### config.mk
export PLATFORM = sky130hd
export DESIGN_NAME = mem_arbiter
export DESIGN_NICKNAME = d
export VERILOG_FILES = /design/src/rtl/mem_arb_pkg.sv /design/src/rtl/arb_select.sv /design/src/rtl/mem_arbiter.sv
export SDC_FILE = /design/constraint.sdc
export NUM_CORES = 1
export LEC_CHECK = 0
export CORE_MARGIN = 2
export CORE_UTILIZATION = 45
export CTS_CLUSTER_SIZE = 20
export DETAILED_ROUTE_END_ITERATION = 12
export GPL_ROUTABILITY_DRIVEN = 1
export PLACE_DENSITY = 0.82
export SLEW_MARGIN = 20
export SYNTH_ARGS = -nofsm -noshare
export SYNTH_HDL_FRONTEND = slang
export SYNTH_SLANG_ARGS = --single-unit
### constraint.sdc
create_clock -name clk -period 6.8 [get_ports clk]
set_clock_uncertainty 0.15 [all_clocks]
set_input_delay 1.7 -clock clk [delete_from_list [all_inputs] [get_ports clk]]
set_output_delay 1.7 -clock clk [all_outputs]
set_load 0.02 [all_outputs]
### src/rtl/mem_arb_pkg.sv
// Shared types and constants for the mem_arbiter slice: FSM state encoding,
// port owner IDs and the memory map of mainMem.
package mem_arb_pkg;

  typedef enum logic [1:0] {
    IDLE  = 2'd0,
    ISSUE = 2'd1,
    WAIT  = 2'd2,
    RESP  = 2'd3
  } state_t;

  typedef enum logic {
    OWN_I = 1'b0,
    OWN_D = 1'b1
  } owner_t;

  localparam logic [31:0] START_ADDRESS = 32'h8002_0000;
  localparam int          MEM_SIZE      = 1048578;
  localparam logic [1:0]  ACC_WORD      = 2'b11;

endpackage

### src/rtl/arb_select.sv
// Two-way requester picker used in IDLE. Contention policy is chosen by
// ARB_ROUND_ROBIN_EN (round robin on last_owner) or fixed D-over-I priority.
module arb_select
  import mem_arb_pkg::*;
(
  input  logic [1:0] req,
`ifdef ARB_ROUND_ROBIN_EN
  input  owner_t     last_owner,
`endif
  output owner_t     grant
);

  // Grant decode: bit 0 is the I port, bit 1 the D port.
  always_comb begin
    grant = OWN_I;
    case (req)
      2'b01:   grant = OWN_I;
      2'b10:   grant = OWN_D;
`ifdef ARB_ROUND_ROBIN_EN
      2'b11:   grant = (last_owner == OWN_I) ? OWN_D : OWN_I;
`else
      2'b11:   grant = OWN_D;
`endif
      default: grant = OWN_I;
    endcase
  end

endmodule

### src/rtl/mem_arbiter.sv
// I/D port arbiter and sequencer driving mainMem (IDLE->ISSUE->WAIT->RESP).
// Optional ARB_ROUND_ROBIN_EN selects round-robin instead of fixed D priority.
module mem_arbiter #(
  parameter int                        ADDRESS_SIZE   = 32,
  parameter int                        DATA_SIZE      = 32,
  parameter int                        ACCESS_SIZE    = 2,
  parameter logic [ADDRESS_SIZE-1:0]   START_ADDRESS  = mem_arb_pkg::START_ADDRESS,
  parameter int                        MEM_SIZE       = mem_arb_pkg::MEM_SIZE,
  parameter int                        TIMEOUT_CYCLES = 255
) (
  input  logic                    clk,
  input  logic                    rst,
  input  logic                    i_req,
  input  logic [ADDRESS_SIZE-1:0] i_addr,
  output logic [DATA_SIZE-1:0]    i_rdata,
  output logic                    i_done,
  input  logic                    d_req,
  input  logic [ADDRESS_SIZE-1:0] d_addr,
  input  logic [DATA_SIZE-1:0]    d_wdata,
  input  logic                    d_wren,
  input  logic [ACCESS_SIZE-1:0]  d_acc_size,
  output logic [DATA_SIZE-1:0]    d_rdata,
  output logic                    d_done,
  output logic                    err,
  output logic                    mem_en,
  output logic                    mem_wren,
  output logic [ADDRESS_SIZE-1:0] mem_addr,
  output logic [DATA_SIZE-1:0]    mem_d_in,
  output logic [ACCESS_SIZE-1:0]  mem_acc_size,
  input  logic [DATA_SIZE-1:0]    mem_d_out,
  input  logic                    mem_busy
);
  import mem_arb_pkg::*;

  localparam int                    CNT_W     = $clog2(TIMEOUT_CYCLES + 1);
  localparam logic [ADDRESS_SIZE:0] MEM_LIMIT = (ADDRESS_SIZE + 1)'(MEM_SIZE);

  // A word access must start strictly above the base and end inside memory.
  function automatic logic addr_fault(input logic [ADDRESS_SIZE-1:0] addr);
    logic [ADDRESS_SIZE:0] end_off;
    end_off = {1'b0, addr} - {1'b0, START_ADDRESS} + (ADDRESS_SIZE + 1)'(4);
    return (addr <= START_ADDRESS) || (end_off > MEM_LIMIT);
  endfunction

  state_t                   state_r;
  owner_t                   owner_r;
  owner_t                   grant_s;
  logic                     fault_r;
  logic [CNT_W-1:0]         cnt_r;
  logic [1:0]               req_s;
  logic [ADDRESS_SIZE-1:0]  sel_addr_s;
  logic                     fault_s;

  assign req_s      = {d_req, i_req};
  assign sel_addr_s = (grant_s == OWN_D) ? d_addr : i_addr;
  assign fault_s    = addr_fault(sel_addr_s);

`ifdef ARB_ROUND_ROBIN_EN
  owner_t last_owner_r;

  arb_select u_arb_select (
    .req        (req_s),
    .last_owner (last_owner_r),
    .grant      (grant_s)
  );

  // Remember who was granted last so the next tie goes to the other port.
  always_ff @(posedge clk or posedge rst) begin
    if (rst) begin
      last_owner_r <= OWN_I;
    end else if (state_r == IDLE && (i_req || d_req)) begin
      last_owner_r <= grant_s;
    end else begin
      last_owner_r <= last_owner_r;
    end
  end
`else
  arb_select u_arb_select (
    .req   (req_s),
    .grant (grant_s)
  );
`endif

  // Transaction sequencer; the range check is resolved on entry to ISSUE so
  // that mem_en can be a flop that is high for the ISSUE cycle only.
  always_ff @(posedge clk or posedge rst) begin
    if (rst) begin
      state_r      <= IDLE;
      owner_r      <= OWN_I;
      fault_r      <= 1'b0;
      cnt_r        <= '0;
      mem_en       <= 1'b0;
      mem_wren     <= 1'b0;
      mem_addr     <= '0;
      mem_d_in     <= '0;
      mem_acc_size <= '0;
      i_done       <= 1'b0;
      d_done       <= 1'b0;
      i_rdata      <= '0;
      d_rdata      <= '0;
      err          <= 1'b0;
    end else begin
      case (state_r)
        IDLE: begin
          if (i_req || d_req) begin
            owner_r  <= grant_s;
            mem_addr <= sel_addr_s;
            fault_r  <= fault_s;
            mem_en   <= ~fault_s;
            state_r  <= ISSUE;
            if (grant_s == OWN_D) begin
              mem_d_in     <= d_wdata;
              mem_wren     <= d_wren;
              mem_acc_size <= d_acc_size;
            end else begin
              mem_d_in     <= '0;
              mem_wren     <= 1'b0;
              mem_acc_size <= ACCESS_SIZE'(ACC_WORD);
            end
          end else begin
            state_r <= IDLE;
          end
        end
        ISSUE: begin
          mem_en <= 1'b0;
          cnt_r  <= '0;
          if (fault_r) begin
            err     <= 1'b1;
            state_r <= RESP;
            if (owner_r == OWN_D) d_done <= 1'b1;
            else                  i_done <= 1'b1;
          end else begin
            state_r <= WAIT;
          end
        end
        WAIT: begin
          if (!mem_busy) begin
            state_r <= RESP;
            if (owner_r == OWN_D) begin
              d_done  <= 1'b1;
              d_rdata <= mem_wren ? '0 : mem_d_out;
            end else begin
              i_done  <= 1'b1;
              i_rdata <= mem_wren ? '0 : mem_d_out;
            end
          end else if (cnt_r == CNT_W'(TIMEOUT_CYCLES - 1)) begin
            err     <= 1'b1;
            state_r <= RESP;
            if (owner_r == OWN_D) d_done <= 1'b1;
            else                  i_done <= 1'b1;
          end else begin
            cnt_r <= cnt_r + CNT_W'(1);
          end
        end
        RESP: begin
          i_done       <= 1'b0;
          d_done       <= 1'b0;
          i_rdata      <= '0;
          d_rdata      <= '0;
          err          <= 1'b0;
          mem_wren     <= 1'b0;
          mem_addr     <= '0;
          mem_d_in     <= '0;
          mem_acc_size <= '0;
          state_r      <= IDLE;
        end
        default: begin
          mem_en  <= 1'b0;
          state_r <= IDLE;
        end
      endcase
    end
  end

endmodule

Word-level counts from Yosys, hierarchy flattened
Index checks and enable logic that the tools add are counted.
- bitwise gates (word level): 1
- reduce and logical (&&, ||, !) cells: 17
- add/subtract/negate cells: 3
- multiplexer cells: 44
- $lt $le $gt $ge: 2
- eq/ne operators: 15
- operators by type and width (cell ; count):
    $mux W32 ; 9
    $pmux W32 S2 ; 4
    $add A33 B3 Y33 const B ; 1
    $gt A33 B21 Y1 const B ; 1
    $sub A32 B32 Y33 const B ; 1
    $le A32 B32 Y1 const B ; 1
    $mux W1 ; 17
    $mux W8 ; 2
    $ne A2 B2 Y1 const B ; 8
    $pmux W8 S2 ; 1
    $reduce_and A3 Y1 ; 4
    $pmux W1 S3 ; 3
    $add A8 B1 Y8 const B ; 1
    $eq A2 B2 Y1 const B ; 4
    $eq A8 B8 Y1 const B ; 1
    $mux W2 ; 4
    $pmux W2 S4 ; 1
    $reduce_bool A2 Y1 ; 4
    $reduce_and A2 Y1 ; 3
    $pmux W1 S2 ; 2
    $pmux W2 S2 ; 1
    $reduce_and A4 Y1 ; 1
    $ne A3 B3 Y1 const B ; 1
    $reduce_bool A3 Y1 ; 1
    5 further kinds ; 6
- word-level logic and storage cells: 96
- output and inout port bits: 135
- register bits: 147
- input bits: 136

Logic depth before layout (Yosys ltp)
- depth after elaboration: 11
- depth in mapped cells: 16
- gate-level depth less buffers: 10

Cells and area by module
Synthesis repeated with hierarchy kept, for this count alone.
- cells, all modules: 807
- area total of the unflattened synthesis: 7213.2 µm²
- modules (own cells, without submodules) (module ; cells an instance ; area each (µm²) ; times used ; sequential area each (µm²)):
    mem_arbiter ; 806 ; 7209.4 ; 1 ; 3678.5
    arb_select ; 1 ; 3.8 ; 1 ; 0.0

Worst setup path after synthesis
OpenSTA, ideal clock, no wires.
- kind: input to register
- start point: input d_req
- end point: register fault_r
- arrival: 5243 ps
- slack: 1283 ps
- required time: 6526 ps
- setup time: 124 ps
- path buffers: 6
- cell stages on the path: 16
- cell sequence: buf_6 buf_6 buf_4 buf_2 buf_2 buf_1 mux2i_1 inv_1 ha_1 nand4b_1 o22ai_2 o311a_1 nor2_1 or4_1 o31a_1 o31a_1
- cells in the longest elaborated chain, start to end: 8
- elaborated cells between the ends (all ways): 12
- those cells by class: add/sub (2); order compare (2); eq/ne (2); mux (2); reduce/logical (4)
- ends and longest elaborated chain (item ; line ; source):
    start: declaration ; mem_arbiter.sv:17 ; input logic d_req,
    $eq A2 B2 Y1 ; arb_select.sv:16 ; case (req)
    $reduce_or A2 Y1 (no line) ; n/a ;
    $mux W1 ; arb_select.sv:16 ;
    $mux W32 ; mem_arbiter.sv:55 ; assign sel_addr_s = (grant_s == OWN_D) ? d_addr : i_addr;
    $sub A32 B32 Y33 ; mem_arbiter.sv:41 ; end_off = {1'b0, addr} - {1'b0, START_ADDRESS} + (ADDRESS_SIZE + 1)'(4);
    $add A33 B3 Y33 ; mem_arbiter.sv:41 ;
    $gt A33 B21 Y1 ; mem_arbiter.sv:42 ; return (addr <= START_ADDRESS) || (end_off > MEM_LIMIT);
    $logic_or A1 B1 Y1 ; mem_arbiter.sv:42 ;
    end signal: assignment ; mem_arbiter.sv:108 ; fault_r <= fault_s;
    end: declaration ; mem_arbiter.sv:48 ; logic fault_r;
Several ways; a longest one is shown, not always the timed one.
A chain may end at the register's enable or synchronous reset.

Worst setup path after layout
Ends and elaborated chain as after synthesis.

==> impl_metrics.csv <==
group,metric,value,unit
detailed_routing,via_count,6851,
layout,synthToLayoutAreaGrowth,48.6,%
logic_synthesis,async_flop_share,1.00,
clock_network,cts-root-buf,"clkbuf_16",
clock_network,numCtsBuffers,17,
timing,layout_setup_ws,2.10,ns
layout,diodes,0,
logic_synthesis,synth_edf_count,0,
clock_network,clk_pin_slew,0.06,ns
critical_path,regToRegSetupSlack,4.00,ns
logic_synthesis,postSynthAreaPerCell,8.97,um2
critical_path,cp-start-kind,"input pin",
clock_network,post_cts_resized,0,
power_and_ir_drop,intPower,2.67,mW
logic_synthesis,syn-num-nets,940,
layout,final_nets,1192,
placed_design,io_buffer_count,270,
timing,clock.fmax,213,MHz
global_route,gr-total-overflow,0,
timing,hold_viol_final,0,
detailed_routing,wl_per_cell,17.2,um
hold_path,min_to,"d_rdata[2]",
power_and_ir_drop,ir_worst_vdd,217,uV
critical_path,worstPathMaxFanout,50,
detailed_routing,highest_layer,"met4",
clock_network,clk_latency,0.42,ns
die,initial_utilization,0.455,
global_route,grt_max_degree,112,
clock_network,cts_tree,"built",
power_and_ir_drop,seqPwrFrac,0.312,
power_and_ir_drop,power_density,435,mW/mm2
critical_path,r2r_end,"mem_d_in[6]",
detailed_routing,drt_iter0_markers,452,
logic_synthesis,netlist_area,0.00714,mm2
layout,layout-drive-gt1-share,0.0556,
logic_synthesis,synth-seq-cells,147,
timing,min_period,4.70,ns
global_route,grt_pass1_wl,34000,um
clock_network,ctsHoldBuffers,0,
detailed_routing,drt-pass1-iter-count,7,
timing,slew_viol_final,0,
die,num_io_pins,271,
detailed_routing,totalWireLength,22000,um
die,core,0.0157,mm2
die,die_area,0.0169,mm2
logic_synthesis,synthCells,796,
placed_design,hpwlAfterDp,16000,um
placed_design,place_ws,1.71,ns
placed_design,placed_cell_area,0.0100,mm2
timing,timing.slew.headroom,0.346,
timing,rsz0062_at_grt,"no",
hold_path,hold_class,"reg -> reg",
logic_synthesis,synth_cell_types,60,
detailed_routing,drc,0,
clock_network,htreeDepth,4,
critical_path,worstReg2RegStart,"state_r[1]",
timing,finalCritPeriodShare,0.692,
die,die_y,130,um
detailed_routing,dr_wl_met2,10600,um
power_and_ir_drop,clkPwrFrac,0.203,
global_route,grt_pass1_vias,6689,
run,cap_violations,0,
logic_synthesis,synth-seq-area-share,0.515,
critical_path,crit_type,"in -> reg",
power_and_ir_drop,p_sw,1.95,mW
layout,stdcell_area,0.0106,mm2
die,num_rows,46,
global_route,grt.total_usage,0.258,
layout,fin_cells,1277,
placed_design,gp_congestion,0.959,
power_and_ir_drop,power,4.62,mW
clock_network,cts.path.max_buffers,2,
clock_network,postCtsSetupBuffers,0,
detailed_routing,postRouteAntennaNets,0,
detailed_routing,met3_wirelength,1790,um
detailed_routing,met1_length,8870,um
power_and_ir_drop,power_frac_comb,0.485,
run_status,outcome,"completed",
layout,fillers,1264,
critical_path,worst_setup_path_end_kind,"flop",
global_route,grt_antenna_before_repair,0,
timing,worstMarginPinSlew,0.981,ns
layout,utilization,0.676,
timing,setup-tns-final,0,ns
critical_path,required,6.95,ns
critical_path,r2r_cells,7,
power_and_ir_drop,p_sw_frac,0.423,
die,fp.dieW,130,um
timing,setup_viol,0,
power_and_ir_drop,total_leakage_power,4.52,nW
timing,holdWs,0.329,ns
logic_synthesis,yosys_warnings,0,
hold_path,hold_path_depth,2,
hold_path,min_from,"d_rdata[2]",
detailed_routing,via_per_inst,5.36,
logic_synthesis,synthFlopType,"dfrtp_1",
placed_design,dp.cells,1245,
clock_network,cts.sinks,147,
critical_path,cp.arrival,4.85,ns
[final cells by class]
cell class | count | area, um2 | area share
Timing Repair Buffer | 277 | 2750 | 0.259
Clock inverter | 15 | 165 | 0.0156
Inverter | 13 | 53.8 | 0.00507
Tap cell | 216 | 270 | 0.0255
Clock buffer | 17 | 425 | 0.0401
Multi-Input combinational cell | 592 | 3270 | 0.308
Sequential cell | 147 | 3680 | 0.346
[cell families (layout without fill, tap and decap cells)]
kind of cell / Yosys count / in the layout / share of synthesized area
AO/OA/AOI/OAI: 203 / 203 / 0.163
XOR/XNOR: 17 / 17 / 0.0208
adder cells (fa/ha/maj): 8 / 8 / 0.0140
buffers and inverters: 57 / 322 / 0.0333
flip-flops: 147 / 147 / 0.515
multiplexers: 31 / 31 / 0.0441
AND/OR/NAND/NOR: 333 / 333 / 0.210
[power by group through the flow]
stage,clock [mW],combinational [mW],sequential (mW)
finish,0.937,2.24,1.44
global route,0.986,2.45,1.48
CTS,0.950,2.26,1.44
detailed placement,0,2.25,1.45
global placement,0,2.21,1.44
floorplan,0,0.775,1.84
[layer usage]
metal,up-vias,global-route usage
met5,-,0
met4,0,0.113
met3,48,0.0623
met2,324,0.428
met1,3199,0.322
li1,3280,-
[registers in the layout, summed over array words and instances, names as in the netlist]
register,cells
d_rdata,32
i_rdata,32
mem_addr,32
mem_d_in,32
cnt_r,8
mem_acc_size,2
state_r,2
d_done,1
err,1
fault_r,1
i_done,1
mem_en,1
mem_wren,1
owner_r,1
[critical path: stages]
cell       delay, ns
buf_2           0.49
buf_4           0.56
or4b_1          0.51
a222oi_1        0.43
a21oi_1         0.14
a2111oi_2       0.34
o31ai_1         0.12
a211o_1         0.27
o31a_1          0.28
[how the worst max path moves through the flow]
stage | from | end | slack, ns | cells after the start
2_1_floorplan | rst | cnt_r[0] | 1.0 | 1
3_3_place_gp | d_req | fault_r | 1.72 | 9
3_5_place_dp | d_req | fault_r | 1.71 | 9
4_1_cts | d_req | fault_r | 2.12 | 9
5_1_grt | d_req | mem_en | 1.84 | 11
6_report | d_req | fault_r | 2.10 | 9
[Yosys cell counts, drive strengths merged (2+ instances only)]
master  number  share of area
nand2      219           0.12
dfrtp      147           0.51
o21ai      144           0.10
clkbuf      33          0.017
mux2i       27          0.038
nor2        19          0.010
a21oi       16          0.011
nand3       16          0.011
inv         13         0.0068
nor3        12         0.0084
buf         11         0.0091
nand4       11         0.0096
xor2         9          0.011
ha           8          0.014
xnor2        8         0.0098
nor2b        7         0.0061
nor4         7         0.0061
o22ai        7         0.0070
and3         6         0.0053
nor4b        6         0.0074
a31oi        5         0.0044
and2         5         0.0044
nand4b       5         0.0061
mux2         4         0.0063
or2          4         0.0035
or3          4         0.0035
a211oi       3         0.0032
a22o         3         0.0037
nand2b       3         0.0026
or4          3         0.0037
a211o        2         0.0025
a21boi       2         0.0021
a22oi        2         0.0021
a32oi        2         0.0025
nor3b        2         0.0021
o31a         2         0.0025
o31ai        2         0.0021
or3b         2         0.0025
[placed cells by master, fill, tap and decap left out, types with 3 or more instances in the layout]
cell type	instances
a211oi_1	3
a21oi_1	16
a22o_1	3
a31oi_1	3
and2_1	4
and3_1	6
buf_4	7
clkbuf_16	17
clkdlybuf4s50_1	269
clkinv_4	3
dfrtp_1	147
ha_1	8
inv_1	12
inv_6	5
inv_8	4
mux2_2	4
mux2i_1	27
nand2_1	219
nand2b_1	3
nand3_1	16
nand4_1	11
nand4b_1	5
nor2_1	17
nor2b_1	7
nor3_1	12
nor4_1	7
nor4b_1	6
o21ai_0	144
o22ai_1	6
or2_2	4
or3_1	4
xnor2_1	8
xor2_1	9
Power figures use the tool's default switching activity.
